## config.mk

```make
export PLATFORM = sky130hd
export DESIGN_NAME = flit_arb_mux
export DESIGN_NICKNAME = d
export VERILOG_FILES = /design/src/rtl/noc_pkg.sv /design/src/rtl/rr_arbiter.sv /design/src/rtl/flit_arb_mux.sv
export SDC_FILE = /design/constraint.sdc
export NUM_CORES = 1
export LEC_CHECK = 0
export CORE_AREA = 2 2 138 140
export DETAILED_ROUTE_END_ITERATION = 8
export DIE_AREA = 0 0 140 142
export PLACE_DENSITY = 0.8
export SLEW_MARGIN = 25
export SYNTH_ARGS = -nofsm -noshare
export SYNTH_HDL_FRONTEND = slang
export SYNTH_SLANG_ARGS = --single-unit
```

## constraint.sdc

```tcl
create_clock -name clk -period 7.8 [get_ports clk]
set_clock_uncertainty 0.2 [all_clocks]
set_input_delay 1.17 -clock clk [delete_from_list [all_inputs] [get_ports clk]]
set_output_delay 1.17 -clock clk [all_outputs]
set_load 0.005 [all_outputs]
```

## src/rtl/noc_pkg.sv

```systemverilog
// Shared flit type encodings and arbiter state type for the flit
// arbitration mux.
package noc_pkg;

   localparam logic [1:0] TYPE_NONE = 2'b00;
   localparam logic [1:0] TYPE_HEAD = 2'b01;
   localparam logic [1:0] TYPE_DATA = 2'b10;
   localparam logic [1:0] TYPE_TAIL = 2'b11;

   typedef enum logic {
      ST_IDLE   = 1'b0,
      ST_LOCKED = 1'b1
   } arb_state_e;

endpackage

```

## src/rtl/rr_arbiter.sv

```systemverilog
// Round-robin priority pick: the search starts one past rr_ptr and wraps,
// so the last winner has the lowest priority.
module rr_arbiter #(
   parameter int NPORT = 4,
   parameter int PW    = 2
) (
   input  logic [NPORT-1:0] req,
   input  logic [PW-1:0]    rr_ptr,
   output logic [NPORT-1:0] grant
);

   logic          found;
   logic [PW-1:0] idx;

   always_comb begin
      grant = '0;
      found = 1'b0;
      idx   = '0;
      for (int unsigned off = 1; off <= NPORT; off++) begin
         idx = PW'((32'(rr_ptr) + off) % NPORT);
         if (!found && req[idx]) begin
            grant[idx] = 1'b1;
            found      = 1'b1;
         end
      end
   end

endmodule

```

## src/rtl/flit_arb_mux.sv

```systemverilog
// Packet-atomic N:1 flit mux: round-robin grant on HEAD, lock to the owner
// until TAIL, orphan-flit discard, and a static-select bypass mode.
module flit_arb_mux
   import noc_pkg::*;
#(
   parameter int NPORT = 4,
   parameter int DATAW = 66,
   parameter int VCHW  = 2,
   parameter int SELW  = (NPORT > 1) ? $clog2(NPORT) : 1
) (
   input  logic                   clk,
   input  logic                   rst_,
   input  logic [NPORT*DATAW-1:0] idata,
   input  logic [NPORT-1:0]       ivalid,
   input  logic [NPORT*VCHW-1:0]  ivch,
   output logic [NPORT-1:0]       iready,
   output logic [DATAW-1:0]       odata,
   output logic                   ovalid,
   output logic [VCHW-1:0]        ovch,
   input  logic                   oready,
   input  logic                   force_en,
   input  logic [SELW-1:0]        force_sel,
   output logic                   drop_err
);

   logic [DATAW-1:0] in_data [NPORT];
   logic [VCHW-1:0]  in_vch  [NPORT];
   logic [1:0]       in_type [NPORT];
   logic [NPORT-1:0] head_req;
   logic [NPORT-1:0] orphan_req;
   logic [NPORT-1:0] none_req;
   logic [NPORT-1:0] grant;

   arb_state_e       state_q, state_d;
   logic [SELW-1:0]  owner_q, owner_d;
   logic [SELW-1:0]  rr_ptr_q, rr_ptr_d;
   logic [DATAW-1:0] odata_q, odata_d;
   logic [VCHW-1:0]  ovch_q, ovch_d;
   logic             ovalid_q, ovalid_d;
   logic             drop_err_q, drop_err_d;
   logic             armed_q, armed_d;

   logic             load_ok;
   logic             load;
   logic [SELW-1:0]  sel;
   logic [SELW-1:0]  win_idx;
   logic [SELW-1:0]  orphan_idx;

   for (genvar g = 0; g < NPORT; g++) begin : g_unpack
      assign in_data[g]    = idata[g*DATAW +: DATAW];
      assign in_vch[g]     = ivch[g*VCHW +: VCHW];
      assign in_type[g]    = in_data[g][DATAW-1:DATAW-2];
      assign head_req[g]   = ivalid[g] && (in_type[g] == TYPE_HEAD);
      assign none_req[g]   = ivalid[g] && (in_type[g] == TYPE_NONE);
      assign orphan_req[g] = ivalid[g] &&
                             ((in_type[g] == TYPE_DATA) || (in_type[g] == TYPE_TAIL));
   end

   rr_arbiter #(
      .NPORT (NPORT),
      .PW    (SELW)
   ) u_rr_arbiter (
      .req    (head_req),
      .rr_ptr (rr_ptr_q),
      .grant  (grant)
   );

   always_comb begin
      win_idx    = '0;
      orphan_idx = '0;
      for (int unsigned p = 0; p < NPORT; p++) begin
         if (grant[p]) win_idx = SELW'(p);
      end
      // Descending scan so the lowest-numbered orphan port ends up selected.
      for (int unsigned p = NPORT; p > 0; p--) begin
         if (orphan_req[p-1]) orphan_idx = SELW'(p-1);
      end
   end

   assign load_ok = !ovalid_q || oready;
   assign armed_d = 1'b1;

   // armed_q keeps every iready low during the first cycle out of reset.
   always_comb begin
      state_d    = state_q;
      owner_d    = owner_q;
      rr_ptr_d   = rr_ptr_q;
      iready     = '0;
      load       = 1'b0;
      sel        = owner_q;
      drop_err_d = 1'b0;
      if (armed_q) begin
         if ((state_q == ST_IDLE) && force_en) begin
            sel               = force_sel;
            iready[force_sel] = load_ok;
            load              = ivalid[force_sel] && load_ok;
         end else if (state_q == ST_IDLE) begin
            for (int unsigned p = 0; p < NPORT; p++) begin
               if (none_req[p]) iready[p] = load_ok;
            end
            if (|head_req) begin
               sel             = win_idx;
               iready[win_idx] = load_ok;
               if (load_ok) begin
                  load     = 1'b1;
                  state_d  = ST_LOCKED;
                  owner_d  = win_idx;
                  rr_ptr_d = win_idx;
               end
            end else if (|orphan_req) begin
               iready[orphan_idx] = load_ok;
               drop_err_d         = load_ok;
            end
         end else begin
            iready[owner_q] = load_ok;
            if (ivalid[owner_q] && load_ok) begin
               load = (in_type[owner_q] != TYPE_NONE);
               if (in_type[owner_q] == TYPE_TAIL) state_d = ST_IDLE;
            end
         end
      end
   end

   always_comb begin
      odata_d  = odata_q;
      ovch_d   = ovch_q;
      ovalid_d = ovalid_q && !oready;
      if (load) begin
         odata_d  = in_data[sel];
         ovch_d   = in_vch[sel];
         ovalid_d = 1'b1;
      end
   end

   always_ff @(posedge clk or negedge rst_) begin
      if (!rst_) begin
         state_q    <= ST_IDLE;
         owner_q    <= '0;
         rr_ptr_q   <= SELW'(NPORT - 1);
         odata_q    <= '0;
         ovch_q     <= '0;
         ovalid_q   <= 1'b0;
         drop_err_q <= 1'b0;
         armed_q    <= 1'b0;
      end else begin
         state_q    <= state_d;
         owner_q    <= owner_d;
         rr_ptr_q   <= rr_ptr_d;
         odata_q    <= odata_d;
         ovch_q     <= ovch_d;
         ovalid_q   <= ovalid_d;
         drop_err_q <= drop_err_d;
         armed_q    <= armed_d;
      end
   end

   assign odata    = odata_q;
   assign ovch     = ovch_q;
   assign ovalid   = ovalid_q;
   assign drop_err = drop_err_q;

endmodule

```

# [Yosys cells after proc, flatten, opt, wreduce, memory -nomap -nowiden]
# Cells that the tools add are included.
[word_totals] regBits=76
[op_classes] n_addsub=4 n_lt_le_gt_ge=18 eq_ne=13 n_mux=93 bitwise=9 n_reduce_logical=46
[ops] cell="$bmux W66 S2" n=1
[ops] cell="$mux W66" n=2
[ops] cell="$mux W1" n=49
[ops] cell="$mux W4" n=9
[ops] cell="$mux W2" n=14
[ops] cell="$logic_and A1 B1 Y1" n=27
[ops] cell="$lt A2 B3 Y1 const B" n=8
[ops] cell="$eq A2 B2 Y1 const B" n=9
[ops] cell="$demux W1 S2" n=8
[ops] cell="$ge A2 B1 Y1 const B" n=8
[ops] cell="$bmux W1 S2" n=6
[ops] cell="$or A4 B4 Y4" n=3
[ops] cell="$and A4 B4 Y4" n=2
[ops] cell="$bmux W2 S2" n=2
[ops] cell="$bwmux W4" n=2
[ops] cell="$eq A2 B1 Y1 const B" n=4
[ops] cell="$logic_not A2 Y1" n=4
[ops] cell="$reduce_or A4 Y1" n=2
[ops] cell="$ge A3 B3 Y1 const B" n=2
[ops] cell="$not A2 Y3" n=2
[ops] cell="$logic_not A1 Y1" n=5
[ops] cell="$logic_or A1 B1 Y1" n=5
[ops] cell="$reduce_and A5 Y1" n=1
[ops] cell="$add A2 B1 Y2 const B" n=2
[ops] cell="4 further kinds" n=6

# [Longest topological paths before layout]
[logic_depth] ltp_word=26 depth_mapped=15 ltp_nobuf=11

# [Hierarchy]
# Synthesis repeated with hierarchy kept, for this count alone.
[unflattened] hier_cells=692 area_unflattened_um2=5864.4
[by_module_without_submodules] module="flit_arb_mux" n_inst=1 cells_per_inst=654 area_each_um2=5506.5 seq_area_each_um2=1904.3
[by_module_without_submodules] module="rr_arbiter" n_inst=1 cells_per_inst=38 area_each_um2=357.8 seq_area_each_um2=0.0

# [Worst setup path before layout]
# No wires, ideal clock.
[synth_path] path_kind="register to output" from="register rr_ptr_q[1]" to="output port iready[0]" arrival_ns=3.058 path_slack_ns=3.372 stages_incl_launch_ff=13 n_path_buf=1 cell_sequence="dfstp_2 > clkbuf_1 > inv_1 > ha_1 > and4bb_2 > a211oi_1 > a22o_1 > a221oi_1 > nand3_1 > nand2b_1 > nand3b_1 > o211ai_1 > o2111a_1"
[synth_via] elab_chain_cells=25 word_cells_on_any_way=61 cone_classes="add/sub (4); order compare (10); mux (33); bitwise (3); reduce/logical (11)"
[synth_rtl] item="start: declaration" line_no="flit_arb_mux.sv:36" text="logic [SELW-1:0] rr_ptr_q, rr_ptr_d;"
[synth_rtl] item="start signal: assignment" line_no="flit_arb_mux.sv:139" text="rr_ptr_q <= SELW'(NPORT - 1);"
[synth_rtl] item="start signal: assignment" line_no="flit_arb_mux.sv:148" text="rr_ptr_q <= rr_ptr_d;"
[synth_rtl] item="parallel branches: the longest is 12 deep, another holds $lt A2 B3 Y1"
[synth_rtl] item="$mux W4 *" line_no="rr_arbiter.sv:21" text="if (!found && req[idx]) begin"
[synth_rtl] item="$mux W1" line_no="flit_arb_mux.sv:72" text="if (grant[p]) win_idx = SELW'(p);"
[synth_rtl] item="$mux W2" line_no="flit_arb_mux.sv:72"
[synth_rtl] item="$mux W2 *" line_no="flit_arb_mux.sv:72"
[synth_rtl] item="$lt A2 B3 Y1 (not written as such) or $ge A2 B1 Y1 (tied branches)" line_no="flit_arb_mux.sv:103" text="iready[win_idx] = load_ok;"
[synth_rtl] item="$logic_and A1 B1 Y1 (not written as such)" line_no="flit_arb_mux.sv:103"
[synth_rtl] item="$mux W1 (not written as such)" line_no="flit_arb_mux.sv:103"
[synth_rtl] item="$demux W1 S2 *" line_no="flit_arb_mux.sv:103"
[synth_rtl] item="$bwmux W4 *" line_no="flit_arb_mux.sv:103"
[synth_rtl] item="$mux W4 *" line_no="flit_arb_mux.sv:101" text="if (|head_req) begin"
[synth_rtl] item="$mux W4 *" line_no="flit_arb_mux.sv:97" text="end else if (state_q == ST_IDLE) begin"
[synth_rtl] item="$mux W4 *" line_no="flit_arb_mux.sv:93" text="if ((state_q == ST_IDLE) && force_en) begin"
[synth_rtl] item="$mux W4 *" line_no="flit_arb_mux.sv:92" text="if (armed_q) begin"
[synth_rtl] item="end: declaration" line_no="flit_arb_mux.sv:16" text="output logic [NPORT-1:0] iready,"
# Mark *: on every way between the ends. The select of a mux whose other input is x is not followed.

# [Worst setup path after layout]
[layout_path] from="input port idata[131]" to="output port iready[0]"
[layout_via] elab_chain_cells=26 word_cells_on_any_way=54 cone_classes="order compare (4); eq/ne (3); mux (31); bitwise (3); reduce/logical (13)"
[layout_rtl] item="start: declaration" line_no="flit_arb_mux.sv:13" text="input logic [NPORT*DATAW-1:0] idata,"
[layout_rtl] item="$eq A2 B1 Y1" line_no="flit_arb_mux.sv:53" text="assign head_req[g] = ivalid[g] && (in_type[g] == TYPE_HEAD);"
[layout_rtl] item="$logic_and A1 B1 Y1" line_no="flit_arb_mux.sv:53"
[layout_rtl] item="$bmux W1 S2" line_no="rr_arbiter.sv:21"
[layout_rtl] item="$mux W1 (not written as such)" line_no="rr_arbiter.sv:21"
[layout_rtl] item="$mux W1" line_no="rr_arbiter.sv:21"
[layout_rtl] item="$logic_not A1 Y1" line_no="rr_arbiter.sv:21"
[layout_rtl] item="$logic_and A1 B1 Y1" line_no="rr_arbiter.sv:21"
[layout_rtl] item="$mux W1" line_no="rr_arbiter.sv:21"
[layout_rtl] item="(+10 left out)"
[layout_rtl] item="$logic_and A1 B1 Y1 (not written as such)" line_no="flit_arb_mux.sv:103"
[layout_rtl] item="$mux W1 (not written as such)" line_no="flit_arb_mux.sv:103"
[layout_rtl] item="$demux W1 S2" line_no="flit_arb_mux.sv:103"
[layout_rtl] item="$bwmux W4" line_no="flit_arb_mux.sv:103"
[layout_rtl] item="$mux W4 *" line_no="flit_arb_mux.sv:101"
[layout_rtl] item="$mux W4 *" line_no="flit_arb_mux.sv:97"
[layout_rtl] item="$mux W4 *" line_no="flit_arb_mux.sv:93"
[layout_rtl] item="$mux W4 *" line_no="flit_arb_mux.sv:92"
# Mark *: on every way between the ends. The rest lies on a longest branch, timed or not. The select of a mux whose other input is x is not followed.

==> results.cfg <==
[clock_tree]
clk_pin_slew_ns = 0.07
htree_num_levels = 3
cts_max_path_buffers = 2
cts_tree = done
cts_hold_buffers = 0
cts_root_buf = clkbuf_16
clkLatencyLatePin_ns = 0.34
cts_resized = 0
numCtsBuffers = 9
clock-sinks = 76
post_cts_buffers = 0

[outcome]
failed_checks = DRC
run_status = complete, but fails checks

[logic_synthesis]
ys_seq_elements = 76
synth.area.top_cells = dfrtp_1, a211oi_1, mux2i_1
yosys.area_share.simple_pct = 11.3
synth-edff-count = 0
yosysWarnings = 0
synth-compound-area-share_pct = 35.4
synth_top_family_by_area = compound AO/OA/AOI/OAI gates
synth_top_area_cell = dfrtp_1
synth_area_mm2 = 0.00584
synthCells = 609
synthXorXnorAreaFrac_pct = 0
avgSynthCellArea_um2 = 9.59
synth_fp_nets = 898
yosys.cell_types.count = 53
synth_ff_type = dfrtp_1
synth_mux_area_share_pct = 13.7
synth-seq-area-share_pct = 32.6
yosys.area_share.adder_pct = 1.50
async_reset_ff_share_pct = 100
yosysTopAreaCellShare_pct = 31.7

[floorplanning]
row_count = 50
die-area_mm2 = 0.0199
ioPinCount = 356
coreArea_mm2 = 0.0185
die_x_um = 140
start_util_pct = 31.6
dieHeight_um = 142

[worst_setup_path]
timing.rr.end = odata[39]
rrSetupSlack_ns = 2.77
r2r-start = rr_ptr_q[1]
reg2reg_depth = 11
arrival_ns = 4.38
path_max_fanout = 7
startpoint_type = input port
critical_path_class = in -> out
cp-end-kind = output pin
cp.required_ns = 6.43

[placement]
dpl.hpwl_mm = 16.9
place.port_buffers = 355
placed_cell_area_mm2 = 0.00947
gp_congestion = 0.915

[final_layout]
regArea_mm2 = 0.00190
final_util_pct = 53.3
layout_common_cells = clkdlybuf4s50_1, a211oi_1, nor2_1, dfrtp_1, mux2i_1
layout_commonest_cell = clkdlybuf4s50_1
design_area_mm2 = 0.00984
finalNetCount = 1215
n_fill_cell = 1668
multi_input_area_mm2 = 0.00367
diodes = 0
final_layout_size_suffix_gt1_share_pct = 8.59
area_growth_pct = 68.5

[global_route]
antenna_found_initial = 0
grt_pass1_vias = 6471
grt_start_max_net_pins = 77
overflow = 0
grt_pass1_wl_mm = 35.8
track_usage_pct = 22.8

[drt]
drc = 18
ant_nets = 0
vias_per_cell = 5.44
finalWirelength_mm = 23.3
dr.first_iter.drc_count = 380
vias = 6333
post_drt_wl_per_cell_um = 20.0
detail_route.first_pass.iterations = 9

[timing]
timing.final.crit_share_pct = 73.8
setup_tns_ns = 0
rsz0062_at_grt = false
slew-limit-headroom_pct = 34.9
finalHoldViolCount = 0
slew_violations = 0
max_freq_ghz = 0.174
worst_pin_slew_ns = 0.974
finalSetupViolCount = 0
period_minus_slack_ns = 5.75

[power_and_ir_drop]
leakage_uw = 0.00364
p_per_area_mw_per_mm2 = 302
total_power_uw = 2980
vdd_ir_drop_max_v = 0.000215

[min_path]
hold_end = odata[12]
holdCritStartpoint = odata[12]
hp-class = reg -> reg
min_path_cells = 2

[run]
drv_cap = 0
report_power, final:
group	switching [µW]	internal [µW]	total (µW)
registers	137	595	731
logic	881	869	1750
clock network	181	313	494
metal layers:
layer | track usage [%] | share of wire, % | up-vias
met5 | 0 | 0 | -
met4 | 7.34 | 2.3 | 0
met3 | 4.74 | 8.0 | 35
met2 | 40.2 | 51 | 309
met1 | 27.9 | 39 | 3021
li1 | - | - | 2968
logic make-up after synthesis:
group	after synthesis
AO/OA/AOI/OAI	251
AND/OR/NAND/NOR	138
flip-flops	76
multiplexers	75
buffers and inverters	61
adder cells (fa/ha/maj)	7
other	1
metrics by stage:
step / worst slack (ns) / hold WS, ns / instances
CTS: 2.09 / 0.358 / 1164
detailed placement: 2.06 / 0.352 / 1148
global route: 1.85 / 0.371 / 1165
floorplan: 3.37 / 0.355 / 609
global placement: 2.14 / 0.348 / 1148
finish: 2.05 / 0.359 / 1165
worst max-delay path by stage:
stage                     depth (start not counted)         from        end
after floorplan                                  12  rr_ptr_q[1]  iready[0]
after global placement                            8   idata[131]  odata[36]
after detailed placement                         11    ivalid[3]  odata[39]
after CTS                                        11   idata[131]  iready[0]
after global routing                             11   idata[131]  iready[0]
final                                            11   idata[131]  iready[0]
critical path, cell delays in order:
cell	delay (ns)
clkdlybuf4s50_1	0.51
nand3b_1	0.32
o211a_1	0.28
a22o_1	0.23
a221oi_1	0.29
nand3_1	0.24
nand2b_1	0.23
nand3b_1	0.17
o211ai_1	0.21
o2111a_1	0.22
clkdlybuf4s50_1	0.50
cell type report:
cell class              count  area share (%)
well taps                 234            2.98
clock buffers              10            2.33
clock inverters             6            1.14
flip-flops and latches     76            19.4
inverters                   6           0.229
repair buffers            361            36.7
multi-input cells         472            37.3
flip-flops by register name (all words and copies together) (netlist names):
name,count
odata,66
ovch,2
owner_q,2
rr_ptr_q,2
armed_q,1
drop_err,1
ovalid,1
state_q,1
cell usage after synthesis (2+ instances only):
master      n
a211oi_1  102
a211oi_2   40
a21boi_0   50
a21boi_1   19
a21oi_1     7
a22oi_1     2
a31oi_1     3
and3_1      2
and3b_1     3
buf_2       9
buf_4       4
buf_6       5
buf_8       2
clkbuf_1   35
dfrtp_1    74
dfstp_2     2
ha_1        7
inv_1       6
mux2i_1    71
mux4_2      4
nand2_1    13
nand2b_1    4
nand3_1    12
nand3b_1    4
nand4_1     5
nor2_1     79
nor2b_1     3
nor3_1      2
o211a_1     2
o211ai_1    5
o21ai_0     9
o22ai_1     2
or3_1       2
(Power assumes the default switching activity.)
